===== config.mk =====
export PLATFORM = sky130hd
export DESIGN_NAME = motion_cmd_decoder
export DESIGN_NICKNAME = d
export VERILOG_FILES = /design/src/rtl/car_cmd_pkg.sv /design/src/rtl/cycle_timer.sv /design/src/rtl/motion_cmd_decoder.sv
export SDC_FILE = /design/constraint.sdc
export NUM_CORES = 1
export LEC_CHECK = 0
export ABC_CLOCK_PERIOD_IN_PS = 2500
export BUFFER_PORTS_ARGS = -buffer_cell sky130_fd_sc_hd__buf_2
export CORE_ASPECT_RATIO = 1.5
export CORE_MARGIN = 2
export CORE_UTILIZATION = 30
export CTS_CLUSTER_DIAMETER = 80
export CTS_CLUSTER_SIZE = 30
export DETAILED_ROUTE_END_ITERATION = 16
export RECOVER_POWER = 50
export SYNTH_ARGS = -nofsm -noshare
export SYNTH_HDL_FRONTEND = slang
export SYNTH_HIERARCHICAL = 1
export SYNTH_SLANG_ARGS = --single-unit

===== constraint.sdc =====
create_clock -name clk -period 2.5 [get_ports clk]
set_clock_uncertainty 0.2 [all_clocks]
set_input_delay 0.25 -clock clk [delete_from_list [all_inputs] [get_ports clk]]
set_output_delay 0.25 -clock clk [all_outputs]
set_load 0.03 [all_outputs]

===== src/rtl/car_cmd_pkg.sv =====
`timescale 1ns/1ps
`default_nettype none
// ============================================================================
//  Module   : car_cmd_pkg
//  Purpose  : Shared definitions for the motion command decoder. Holds the
//             ASCII command byte values, the drive state encoding, the
//             dead-time target type and a recogniser for the command set.
//  Ports    : none (package)
//  Revision : 1.0  initial release
// ============================================================================
package car_cmd_pkg;

  localparam logic [7:0] CMD_GO     = 8'h47;  // 'G'
  localparam logic [7:0] CMD_DISARM = 8'h58;  // 'X'
  localparam logic [7:0] CMD_FWD    = 8'h46;  // 'F'
  localparam logic [7:0] CMD_BACK   = 8'h42;  // 'B'
  localparam logic [7:0] CMD_STOP   = 8'h53;  // 'S'
  localparam logic [7:0] CMD_LEFT   = 8'h4C;  // 'L'
  localparam logic [7:0] CMD_RIGHT  = 8'h52;  // 'R'
  localparam logic [7:0] CMD_CENTRE = 8'h43;  // 'C'

  typedef enum logic [1:0] {
    IDLE = 2'd0,
    FWD  = 2'd1,
    REV  = 2'd2,
    DEAD = 2'd3
  } drive_state_t;

  typedef enum logic {
    TGT_FWD = 1'b0,
    TGT_REV = 1'b1
  } dead_target_t;

  // True for any byte belonging to the command set, armed or not.
  function automatic logic is_cmd(input logic [7:0] b);
    return (b == CMD_GO)   || (b == CMD_DISARM) || (b == CMD_FWD)   ||
           (b == CMD_BACK) || (b == CMD_STOP)   || (b == CMD_LEFT)  ||
           (b == CMD_RIGHT)|| (b == CMD_CENTRE);
  endfunction

endpackage
`default_nettype wire


===== src/rtl/cycle_timer.sv =====
`timescale 1ns/1ps
`default_nettype none
// ============================================================================
//  Module   : cycle_timer
//  Purpose  : Saturating cycle counter. Counts up while en, clears on clr
//             (clr wins), and stops at N. done is high while the count
//             equals N-1; because the count moves past N-1 and parks at N,
//             done is high for a single cycle per run.
//  Ports    : clk, rst_n (sync, active-low), clr, en -> done
//  Revision : 1.0  initial release
// ============================================================================
module cycle_timer #(
  parameter int N = 10
) (
  input  logic clk,
  input  logic rst_n,
  input  logic clr,
  input  logic en,
  output logic done
);

  localparam int         CW   = $clog2(N + 1);
  localparam logic [CW-1:0] C_MAX  = CW'(N);
  localparam logic [CW-1:0] C_TERM = CW'(N - 1);

  logic [CW-1:0] cnt;

  always_ff @(posedge clk) begin
    if (!rst_n) begin
      cnt <= '0;
    end else if (clr) begin
      cnt <= '0;
    end else if (en && (cnt != C_MAX)) begin
      cnt <= cnt + 1'b1;
    end
  end

  assign done = (cnt == C_TERM);

endmodule
`default_nettype wire


===== src/rtl/motion_cmd_decoder.sv =====
`timescale 1ns/1ps
`default_nettype none
// ============================================================================
//  Module   : motion_cmd_decoder
//  Purpose  : Decodes single-byte ASCII drive commands into registered level
//             signals for the PWM motor driver. Forces a coast interval on
//             every forward/reverse change and stops the car when the
//             command link goes silent.
//  Ports    : clk, rst_n (sync, active-low)
//             rx_data[7:0], rx_valid           : byte stream from UART
//             forward, back, turn              : drive levels
//             steer_left, steer_right, start2  : steering / armed
//             cmd_err, wdog_trip               : one-cycle event pulses
//  Revision : 1.0  initial release
// ============================================================================
module motion_cmd_decoder
  import car_cmd_pkg::*;
#(
  parameter int WDOG_CYCLES = 50_000_000,
  parameter int DEAD_CYCLES = 5_000_000
) (
  input  logic       clk,
  input  logic       rst_n,
  input  logic [7:0] rx_data,
  input  logic       rx_valid,
  output logic       forward,
  output logic       back,
  output logic       turn,
  output logic       steer_left,
  output logic       steer_right,
  output logic       start2,
  output logic       cmd_err,
  output logic       wdog_trip
);

  drive_state_t state, next_state;
  dead_target_t target, next_target;

  logic next_start2, next_turn, next_left, next_right;
  logic next_err, next_trip;
  logic known_cmd;
  logic wdog_done, dead_done;

  assign known_cmd = rx_valid && is_cmd(rx_data);

  // Watchdog: any recognised byte (even one ignored while disarmed) counts
  // as link activity.
  cycle_timer #(.N(WDOG_CYCLES)) u_wdog (
    .clk   (clk),
    .rst_n (rst_n),
    .clr   (known_cmd),
    .en    (1'b1),
    .done  (wdog_done)
  );

  // Dead-time: held clear outside DEAD, so it starts from zero on entry and
  // a target change while in DEAD does not restart it.
  cycle_timer #(.N(DEAD_CYCLES)) u_dead (
    .clk   (clk),
    .rst_n (rst_n),
    .clr   (state != DEAD),
    .en    (state == DEAD),
    .done  (dead_done)
  );

  always_comb begin
    next_state  = state;
    next_target = target;
    next_start2 = start2;
    next_turn   = turn;
    next_left   = steer_left;
    next_right  = steer_right;
    next_err    = 1'b0;
    next_trip   = 1'b0;

    if (rx_valid) begin
      if (!known_cmd) begin
        next_err = 1'b1;
      end else begin
        case (rx_data)
          CMD_GO: next_start2 = 1'b1;
          CMD_DISARM: begin
            next_start2 = 1'b0;
            next_state  = IDLE;
            next_turn   = 1'b0;
            next_left   = 1'b0;
            next_right  = 1'b0;
          end
          CMD_STOP: next_state = IDLE;
          CMD_CENTRE: begin
            next_turn  = 1'b0;
            next_left  = 1'b0;
            next_right = 1'b0;
          end
          CMD_FWD: begin
            if (start2) begin
              case (state)
                IDLE: next_state = FWD;
                REV: begin
                  next_state  = DEAD;
                  next_target = TGT_FWD;
                end
                DEAD: next_target = TGT_FWD;
                default: ;
              endcase
            end
          end
          CMD_BACK: begin
            if (start2) begin
              case (state)
                IDLE: next_state = REV;
                FWD: begin
                  next_state  = DEAD;
                  next_target = TGT_REV;
                end
                DEAD: next_target = TGT_REV;
                default: ;
              endcase
            end
          end
          CMD_LEFT: begin
            if (start2) begin
              next_turn  = 1'b1;
              next_left  = 1'b1;
              next_right = 1'b0;
            end
          end
          CMD_RIGHT: begin
            if (start2) begin
              next_turn  = 1'b1;
              next_left  = 1'b0;
              next_right = 1'b1;
            end
          end
          default: ;
        endcase
      end
    end else if (wdog_done) begin
      next_state = IDLE;
      next_turn  = 1'b0;
      next_left  = 1'b0;
      next_right = 1'b0;
      next_trip  = 1'b1;
    end

    // Dead interval expiry; a stop/disarm/trip this cycle already chose IDLE.
    if ((state == DEAD) && (next_state == DEAD) && dead_done) begin
      next_state = (next_target == TGT_FWD) ? FWD : REV;
    end
  end

  always_ff @(posedge clk) begin
    if (!rst_n) begin
      state       <= IDLE;
      target      <= TGT_FWD;
      forward     <= 1'b0;
      back        <= 1'b0;
      turn        <= 1'b0;
      steer_left  <= 1'b0;
      steer_right <= 1'b0;
      start2      <= 1'b0;
      cmd_err     <= 1'b0;
      wdog_trip   <= 1'b0;
    end else begin
      state       <= next_state;
      target      <= next_target;
      forward     <= (next_state == FWD);
      back        <= (next_state == REV);
      turn        <= next_turn;
      steer_left  <= next_left;
      steer_right <= next_right;
      start2      <= next_start2;
      cmd_err     <= next_err;
      wdog_trip   <= next_trip;
    end
  end

endmodule
`default_nettype wire


[Yosys cells after proc, flatten, opt, wreduce, memory -nomap -nowiden]
Index checks and enable logic that the tools add are counted.
Cells by class
  $add $sub $neg: 2
  equality and inequality tests: 25
  multiplexer cells: 32
  bitwise gates (word level): 1
  reduce and logical (&&, ||, !) cells: 26
Operator list (number)
  8-bit by 7-bit equality test with 1-bit output (second input constant): 8
  26-bit by 1-bit adder with 26-bit output (second input constant): 1
  26-bit equality test (second input constant): 1
  26-bit inequality test (second input constant): 1
  23-bit by 1-bit adder with 23-bit output (second input constant): 1
  23-bit equality test (second input constant): 1
  23-bit inequality test (second input constant): 1
  1-bit two-way mux: 17
  2-bit OR reduction: 8
  2-bit two-way mux: 7
  3-bit inequality test (second input constant): 3
  2-bit equality test (second input constant): 4
  2-bit one-hot mux with 2 select lines: 2
  1-bit logical OR: 7
  1-bit one-hot mux with 2 select lines: 3
  1-bit one-hot mux with 3 select lines: 2
  2-bit one-hot mux with 3 select lines: 1
  5-bit AND reduction: 1
  2-bit by 1-bit equality test with 1-bit output (second input constant): 2
  1-bit logical AND: 4
  4-bit by 2-bit inequality test with 1-bit output (second input constant): 1
  4-bit AND reduction: 1
  2-bit nonzero test: 2
  3-bit by 2-bit inequality test with 1-bit output (second input constant): 1
  other kinds (6): 6
Storage, ports and cells
  register bits after elaboration: 60
  bits of input ports: 11
  output and inout port bits: 8
  word-level logic and storage cells: 98

[Depth between registers and ports, before layout]
Gate-level depths: netlist of run 1.
  depth in word-level cells: 16
  depth in mapped cells: 9
  depth with buffers taken out: 7

[By module]
The synthesis of run 1 kept the hierarchy.
Modules (own cells, without submodules)
  cycle_timer (u_wdog): times used 1, cells each 161, area each 1366.3 um2, sequential area each 520.5 um2
  cycle_timer (u_dead): times used 1, cells each 144, area each 1217.4 um2, sequential area each 460.4 um2
  motion_cmd_decoder: times used 1, cells each 79, area each 666.9 um2, sequential area each 220.2 um2

[Worst setup path after synthesis of run 1]
OpenSTA, ideal clock, no wires.
  path type: flip-flop to flip-flop
  start point: reg u_dead.cnt[12]
  end point: reg state[0]
  setup time: 0.070 ns
  data arrival time: 2.001 ns
  required time: 2.230 ns
  path slack: 0.229 ns
  stages on the path, launching flop included: 8
  buffers on the path: 0
  clock period less this slack: 2.271 ns
  cell sequence: dfxtp_1 -> or4b_1 -> nor4_4 -> and4b_1 -> nand2_1 -> nor3_1 -> nand2_1 -> a21oi_1
Between the ends
  word-level cells in the longest chain between the ends: 3
RTL lines
  from (decl): RTL line cycle_timer.sv:26  | logic [CW-1:0] cnt;
  from (signal assigned): RTL line cycle_timer.sv:34  | cnt <= cnt + 1'b1;
  23-bit equality test: RTL line cycle_timer.sv:38  | assign done = (cnt == C_TERM);
  via dead_done: RTL line motion_cmd_decoder.sv:42  | logic wdog_done, dead_done;
  1-bit logical AND: RTL line motion_cmd_decoder.sv:147  | if ((state == DEAD) && (next_state == DEAD) && dead_done) begin
  2-bit two-way mux: RTL line motion_cmd_decoder.sv:147
  to (signal assigned): RTL line motion_cmd_decoder.sv:165  | state <= next_state;
  to (decl): RTL line motion_cmd_decoder.sv:36  | drive_state_t state, next_state;
The timed path passes the listed nets, and every way through them passes these cells.
A chain may end at the register's enable or synchronous reset.

[Worst setup path in the final report of run 1]
  start point: reg u_wdog.cnt[12]
  end point: reg back
Between the ends
  word-level cells in the longest chain between the ends: 8
RTL lines
  from (decl): RTL line cycle_timer.sv:26
  from (signal assigned): RTL line cycle_timer.sv:34
  26-bit equality test *: RTL line cycle_timer.sv:38
  via wdog_done: RTL line motion_cmd_decoder.sv:42
  2-bit two-way mux *: RTL line motion_cmd_decoder.sv:138  | end else if (wdog_done) begin
  2-bit two-way mux *: RTL line motion_cmd_decoder.sv:76  | if (rx_valid) begin
  2-bit equality test: RTL line motion_cmd_decoder.sv:147
  1-bit logical AND (2 in series): RTL line motion_cmd_decoder.sv:147
  2-bit two-way mux *: RTL line motion_cmd_decoder.sv:147
  2-bit equality test *: RTL line motion_cmd_decoder.sv:168  | back <= (next_state == REV);
  to (signal assigned): RTL line motion_cmd_decoder.sv:168
  to (decl): RTL line motion_cmd_decoder.sv:27  | output logic back,
Mark *: on every way through the listed nets, which the timed path passes. The rest lies on a longest branch.

==> out/results.txt, run 1 <==
EDFF count, synth -> 0
Fmax achieved -> 0.412 GHz
Hold Path Class -> input pin to flop
Leakage -> 1.26 nW
Pwr Density -> 589 nW/um^2
Final setup TNS -> 0 ns
Switching power -> 0.456 mW
Post-Syn Instances -> 384
Drt drc -> 0
First-pass GRT wire length -> 12,800 um
Clock H-tree levels -> 3
Maximum vdd drop -> 334 uV
Final WL -> 7610 um
Largest net degree at the start of global routing -> 24
1st-iter DRT viols -> 82
Internal Pwr Total -> 1.78 mW
RD Place Congestion -> 0.803
I/O Pins -> 19
Final total power -> 2.23 mW
Req. time, crit path -> 2.56 ns
Clock sinks -> 60
Overall Global Routing Usage -> 13.8%
Routed Antenna Nets -> 0
Die Wd -> 89.0 um
Hold Vio Cnt, Final -> 0
CTS tree -> built
CP max FO -> 7
Met3 Use GR -> 2.51%
Max Slew Vio Count -> 0
Max cap viols -> 0
Arrival time worst endpoint -> 2.49 ns
Initial antenna violation count -> 0
Relative slew slack -> 48.2%
Final setup viols -> 0
Layout Utilization -> 35.8%
YS warnings -> 6
Setup bufs post-CTS -> 0
Via count -> 2,915
Mapped cell area -> 3250 um^2
Core area -> 10,600 um^2
Nets@finish -> 424
Proportion of synthesized chip area in sequential cells -> 37.0%
PortBufs -> 18
Vias in the first global route -> 2,781
Comb power frac -> 3.1%
Die height -> 131 um
N_diodes -> 0
Element type at the critical path end -> flop
Met2 usage -> 23.5%
Fin crit period -> 2.43 ns
Mean Syn Cell Area -> 8.47 um^2
Clk buf depth -> 2
Final Cell Area -> 3790 um^2
Worst slack, placed -> 0.168 ns
CP Launch Type -> flop
Ys flop type -> dfxtp_1
Clock latency on the worst-skew pair -> 0.33 ns
Drt pass-1 iters -> 4
Total Die Area -> 11,700 um^2
Crit Path Class -> flop to flop
Rows -> 46
Synth cell types -> 55
GR Overflow Total -> 0
Run status -> completed
Post-placement cell area -> 3510 um^2
Most Crowded Layer GR -> met2
Final worst-path setup slack -> 0.0722 ns
Final period util -> 97.1%
Wire per inst -> 13.7 um
Async set-or-reset flop fraction in the synthesized netlist -> 0%
Clock power frac -> 53.7%
Area grow syn2layout -> 16.7%
Hpwl dp -> 5480 um
Met1 GRT Util -> 15.5%
Sw frac -> 20.4%
Root buffer cell -> clkbuf_16
RSZ-0062 raised after global routing -> no
Fillers -> 1,147
Worst Max-Slew Pin Slew -> 0.775 ns
Synth Register Bits -> 60
Clock transition at the registers of the reported paths -> 0.05 ns
Vias per cell -> 5.23
Sequential Power Share -> 43.2%
Layout cell share with drive strength beyond 1 -> 9.69%
Inserted Clock Buffers -> 9
Initial Utilization -> 30.7%
==> power by group through the flow <==
stage	registers [mW]	clock network, mW	logic (mW)
floorplan	0.986	0	0.0387
global placement	0.985	0	0.0666
detailed placement	0.985	0	0.0680
CTS	0.965	1.23	0.0706
global route	0.965	1.27	0.0774
finish	0.966	1.20	0.0691
==> routing by layer <==
layer	wire length, um	vias up
met4	188	0
met1	3190	1386
met5	0	-
met3	220	13
li1	-	1469
met2	4020	47
==> through the flow <==
step,hold slack [ns],instances
global placement,0.257,540
CTS,0.0824,557
global route,0.107,557
detailed placement,0.263,540
finish,0.0868,557
floorplan,0.148,387
==> sequential cells by signal, indices dropped and copies added (netlist names) <==
register,count
turn,1
cmd_err,1
steer_right,1
back,1
start2,1
steer_left,1
target,1
forward,1
u_wdog/cnt,26
state,2
wdog_trip,1
u_dead/cnt,23
==> cell families after synthesis <==
kind of cell             count (synthesis)  synth area share [%]
XOR/XNOR                                17                  4.58
multiplexers                            11                  3.39
buffers and inverters                   30                  4.12
flip-flops                              60                  37.0
other                                    1                 0.115
adder cells (fa/ha/maj)                  4                  1.54
AO/OA/AOI/OAI                           72                  14.1
AND/OR/NAND/NOR                        189                  35.2
==> placed cells by master, fill, tap and decap left out, types with 3 or more instances in the layout <==
master / synthesis / routed
dfxtp_1: 60 / 60
nand2_1: 40 / 40
a21oi_1: 30 / 31
nor2_1: 23 / 23
nand4_1: 20 / 20
nand3_1: 19 / 19
clkbuf_1: 11 / 14
or4_1: 14 / 14
xor2_1: 14 / 14
nand2b_1: 12 / 12
inv_1: 12 / 12
o21ai_0: 12 / 12
o31ai_1: 12 / 12
mux2i_1: 11 / 11
or3_1: 11 / 11
clkbuf_16: 0 / 9
buf_2: 5 / 9
and4_1: 9 / 9
buf_4: 0 / 7
and2_1: 7 / 5
and3_1: 5 / 5
nor2b_1: 4 / 4
ha_1: 4 / 4
conb_1: 1 / 4
a31oi_1: 3 / 3
nor3_1: 4 / 3
xnor2_1: 3 / 3
==> final timing paths <==
kind	cells after the start	end	startpoint	slack (ns)
max reg2reg	7	back$_SDFF_PN0_	u_wdog/cnt[12]$_SDFFE_PP0P_	0.07
min reg2reg	2	steer_left$_SDFFE_PN0P_	steer_left$_SDFFE_PN0P_	0.26
min	3	back$_SDFF_PN0_	rst_n	0.09
max	7	back$_SDFF_PN0_	u_wdog/cnt[12]$_SDFFE_PP0P_	0.07
==> timing repair <==
action,4_1_cts,5_1_grt
hold buffers,2,0
resized for setup,0,2
hold endpoints to repair,1,0
endpoints found under the setup margin,0,3
==> critical path, stage by stage (launching register included) <==
cell and delay [ns]:
dfxtp_1 0.41, nand4_1 0.21, nor3_2 0.30, nor4bb_1 0.46
nand2b_1 0.20, a32o_1 0.31, nand2b_1 0.15, a21oi_1 0.13
==> Yosys cell counts (all sizes together), types with 5 or more instances <==
cell type,instances,area (um^2)
xor2,14,123
nand2b,12,75.1
o21ai,12,60.1
o31ai,12,90.1
and2,7,43.8
nand4,21,146
nor2,23,86.3
clkbuf,11,41.3
and3,5,31.3
a21oi,31,159
nand3,20,105
or3,11,68.8
buf,7,47.5
inv,12,45.0
mux2i,11,110
nand2,40,150
and4,9,78.8
dfxtp,60,1200
or4,14,105
==> layout make-up <==
| type | count | area, um^2 | share of cell area, % |
|---|---|---|---|
| Clock inverter | 2 | 35.0 | 0.924 |
| Tap cell | 144 | 180 | 4.75 |
| Inverter | 12 | 45.0 | 1.19 |
| Sequential cell | 60 | 1200 | 31.7 |
| Clock buffer | 13 | 250 | 6.60 |
| Multi-Input combinational cell | 297 | 1920 | 50.7 |
| Timing Repair Buffer | 29 | 159 | 4.19 |
(Power assumes the default switching activity.)
==> run 2: changes to the inputs <==
--- a/config.mk
+++ b/config.mk
@@ -9,11 +9,12 @@
 export BUFFER_PORTS_ARGS = -buffer_cell sky130_fd_sc_hd__buf_2
 export CORE_ASPECT_RATIO = 1.5
 export CORE_MARGIN = 2
-export CORE_UTILIZATION = 30
+export CORE_UTILIZATION = 35
 export CTS_CLUSTER_DIAMETER = 80
 export CTS_CLUSTER_SIZE = 30
 export DETAILED_ROUTE_END_ITERATION = 16
 export RECOVER_POWER = 50
+export SETUP_SLACK_MARGIN = 0.5
 export SYNTH_ARGS = -nofsm -noshare
 export SYNTH_HDL_FRONTEND = slang
 export SYNTH_HIERARCHICAL = 1
==> out/results.txt, run 2 (synthesized netlist as in run 1, its figures left out) <==
Layout Utilization -> 43.0% (+7.2 points)
Fin crit period -> 2.16 ns (-0.272 ns)
Clock latency on the worst-skew pair -> 0.32 ns (about the same)
Crit Path Class -> flop to flop
Fmax achieved -> 0.464 GHz (+13%)
CP max FO -> 4 (-3)
Final period util -> 86.2% (-11 points)
1st-iter DRT viols -> 108 (+32%)
Worst Max-Slew Pin Slew -> 0.904 ns (+0.129 ns)
Largest net degree at the start of global routing -> 20 (-17%)
Final total power -> 2.35 mW (+5.2%)
Clock power frac -> 56.0% (+2.3 points)
Req. time, crit path -> 2.56 ns (about the same)
Routed Antenna Nets -> 0 (unchanged)
Final setup TNS -> 0 ns (unchanged)
GR Overflow Total -> 0 (unchanged)
Dpl cells -> 508 (-5.9%)
Met1 GRT Util -> 17.2% (+1.7 points)
Drt drc -> 0 (unchanged)
Overall Global Routing Usage -> 17.2% (+3.4 points)
Max Slew Vio Count -> 0 (unchanged)
N_diodes -> 0 (unchanged)
Sw frac -> 20.0% (-0.43 points)
Vias per cell -> 5.60 (+7.1%)
Clock sinks -> 60 (unchanged)
Most frequent CP cell -> nand2_2
Initial Utilization -> 35.5% (+4.8 points)
Inserted Clock Buffers -> 9 (unchanged)
Final WL -> 7940 um (+4.3%)
Most Crowded Layer GR -> met2
RD Place Congestion -> 0.772 (-3.9%)
Met2 usage -> 31.6% (+8.1 points)
Fin cells -> 534 (-4.1%)
First-pass GRT wire length -> 13,300 um (+3.8%)
Final worst-path setup slack -> 0.345 ns (+0.272 ns)
Drt pass-1 iters -> 4 (unchanged)
Fillers -> 929 (-19%)
Comb power frac -> 2.9% (-0.2 points)
Die height -> 122 um (-7.2%)
Multi-input gate area -> 2000 um^2 (+4.2%)
Area grow syn2layout -> 20.9%
Die Wd -> 82.7 um (-7.1%)
Rows -> 43 (-6.5%)
Root buffer cell -> clkbuf_16
Clk buf depth -> 2 (unchanged)
Vias in the first global route -> 2,878 (+3.5%)
Max reg flops -> 26 (unchanged)
Element type at the critical path end -> flop
CP max stage cell -> or4_4
Maximum vdd drop -> 397 uV (+19%)
Leakage -> 1.33 nW (+6.1%)
Initial antenna violation count -> 0 (unchanged)
Via count -> 2,993 (+2.7%)
Nets@finish -> 432 (+1.9%)
Worst-path cell chain -> or4_4 > nor4_4 > and4b_1 > nand2_2 > nor3_4 > nand2_2 > a21oi_2
Worst slack, placed -> 0.334 ns (+0.166 ns)
Hold Vio Cnt, Final -> 0 (unchanged)
Max cap viols -> 0 (unchanged)
Final setup viols -> 0 (unchanged)
Biggest register -> u_wdog/cnt
Register area -> 1220 um^2 (+1.3%)
Post-placement cell area -> 3500 um^2 (-0.29%)
Most common cell after layout, fill and taps aside -> dfxtp_1
Hold_ws -> 0.0960 ns (+0.00917 ns)
RSZ-0062 raised after global routing -> yes
Met3 Use GR -> 3.26% (+0.75 points)
Total Die Area -> 10,100 um^2 (-14%)
Pwr Density -> 598 nW/um^2 (+1.5%)
Most frequent cells in the layout -> dfxtp_1 (48), nand2_1 (37), a21oi_1 (29)
Internal Pwr Total -> 1.88 mW (+5.7%)
CTS tree -> built
Top flop regs -> u_wdog/cnt (26), u_dead/cnt (23), state (2)
PortBufs -> 18 (unchanged)
Arrival time worst endpoint -> 2.21 ns (-0.28 ns)
Final Cell Area -> 3930 um^2 (+3.6%)
I/O Pins -> 19 (unchanged)
Run status -> completed
Relative slew slack -> 38.9% (-9.3 points)
Clock H-tree levels -> 3 (unchanged)
R2R depth -> 7 (unchanged)
Cells on Worst Hold Path -> 3 (unchanged)
Wire per inst -> 14.9 um (+8.8%)
Clock transition at the registers of the reported paths -> 0.05 ns (about the same)
CP Launch Type -> flop
Worst stage delay on the critical path -> 0.52 ns (+0.06 ns)
Hpwl dp -> 5500 um (+0.36%)
Core area -> 9150 um^2 (-14%)
Switching power -> 0.469 mW (+2.9%)
Layout cell share with drive strength beyond 1 -> 18.5% (+8.8 points)
Sequential Power Share -> 41.1% (-2.1 points)
Hold Path Class -> input pin to flop
## run 2: changes by cell type in the layout (fill, tap and decap cells not counted), moves of 3 or more
cell	delta
nand2_1	-3
nand2_2	+3
dfxtp_2	+12
buf_4	+5
dfxtp_1	-12
## run 2: per-layer routing
| metal | up-vias | part of all wire [%] |
|---|---|---|
| li1 | 1494 | - |
| met1 | 1444 | 40 |
| met2 | 35 | 55 |
| met3 | 20 | 1.9 |
| met4 | 0 | 3.2 |
| met5 | - | 0 |
## run 2: critical path: cells and delay by family (launching register included)
kind / cells / cell delay [ns]
flops: 1 / 0.33
compound gates: 1 / 0.12
simple gates: 6 / 1.42
## run 2: repair_timing
item,CTS,global route
cloned,1,0
resized for setup,13,20
pin swaps,5,5
endpoints found under the hold margin,1,0
buffers inserted,5,2
endpoints found under the setup margin,19,24
hold buffers,2,0
## run 2: path summary, 6_finish.rpt
path | start | end | slack (ns)
setup reg to reg | u_dead/cnt[20]$_SDFFE_PP0P_ | forward$_SDFF_PN0_ | 0.34
hold reg to reg | turn$_SDFFE_PN0P_ | turn$_SDFFE_PN0P_ | 0.28
hold / removal | rst_n | state[1]$_SDFF_PN0_ | 0.1
setup / recovery | u_dead/cnt[20]$_SDFFE_PP0P_ | forward$_SDFF_PN0_ | 0.34
## run 2: layout make-up
class / count / share of cell area [%]
multi-input combinational: 298 / 50.9
clock buffer: 11 / 6.18
tap: 112 / 3.57
inverter: 12 / 1.15
sequential: 60 / 30.9
clock inverter: 5 / 1.91
timing repair buffer: 36 / 5.32
## run 2: power by group through the flow
stage / combinational, mW / clock, mW / sequential (mW)
floorplan: 0.0387 / 0 / 0.986
global placement: 0.0698 / 0 / 0.984
detailed placement: 0.0711 / 0 / 0.985
CTS: 0.0739 / 1.34 / 0.964
global route: 0.0776 / 1.40 / 0.964
finish: 0.0689 / 1.32 / 0.965
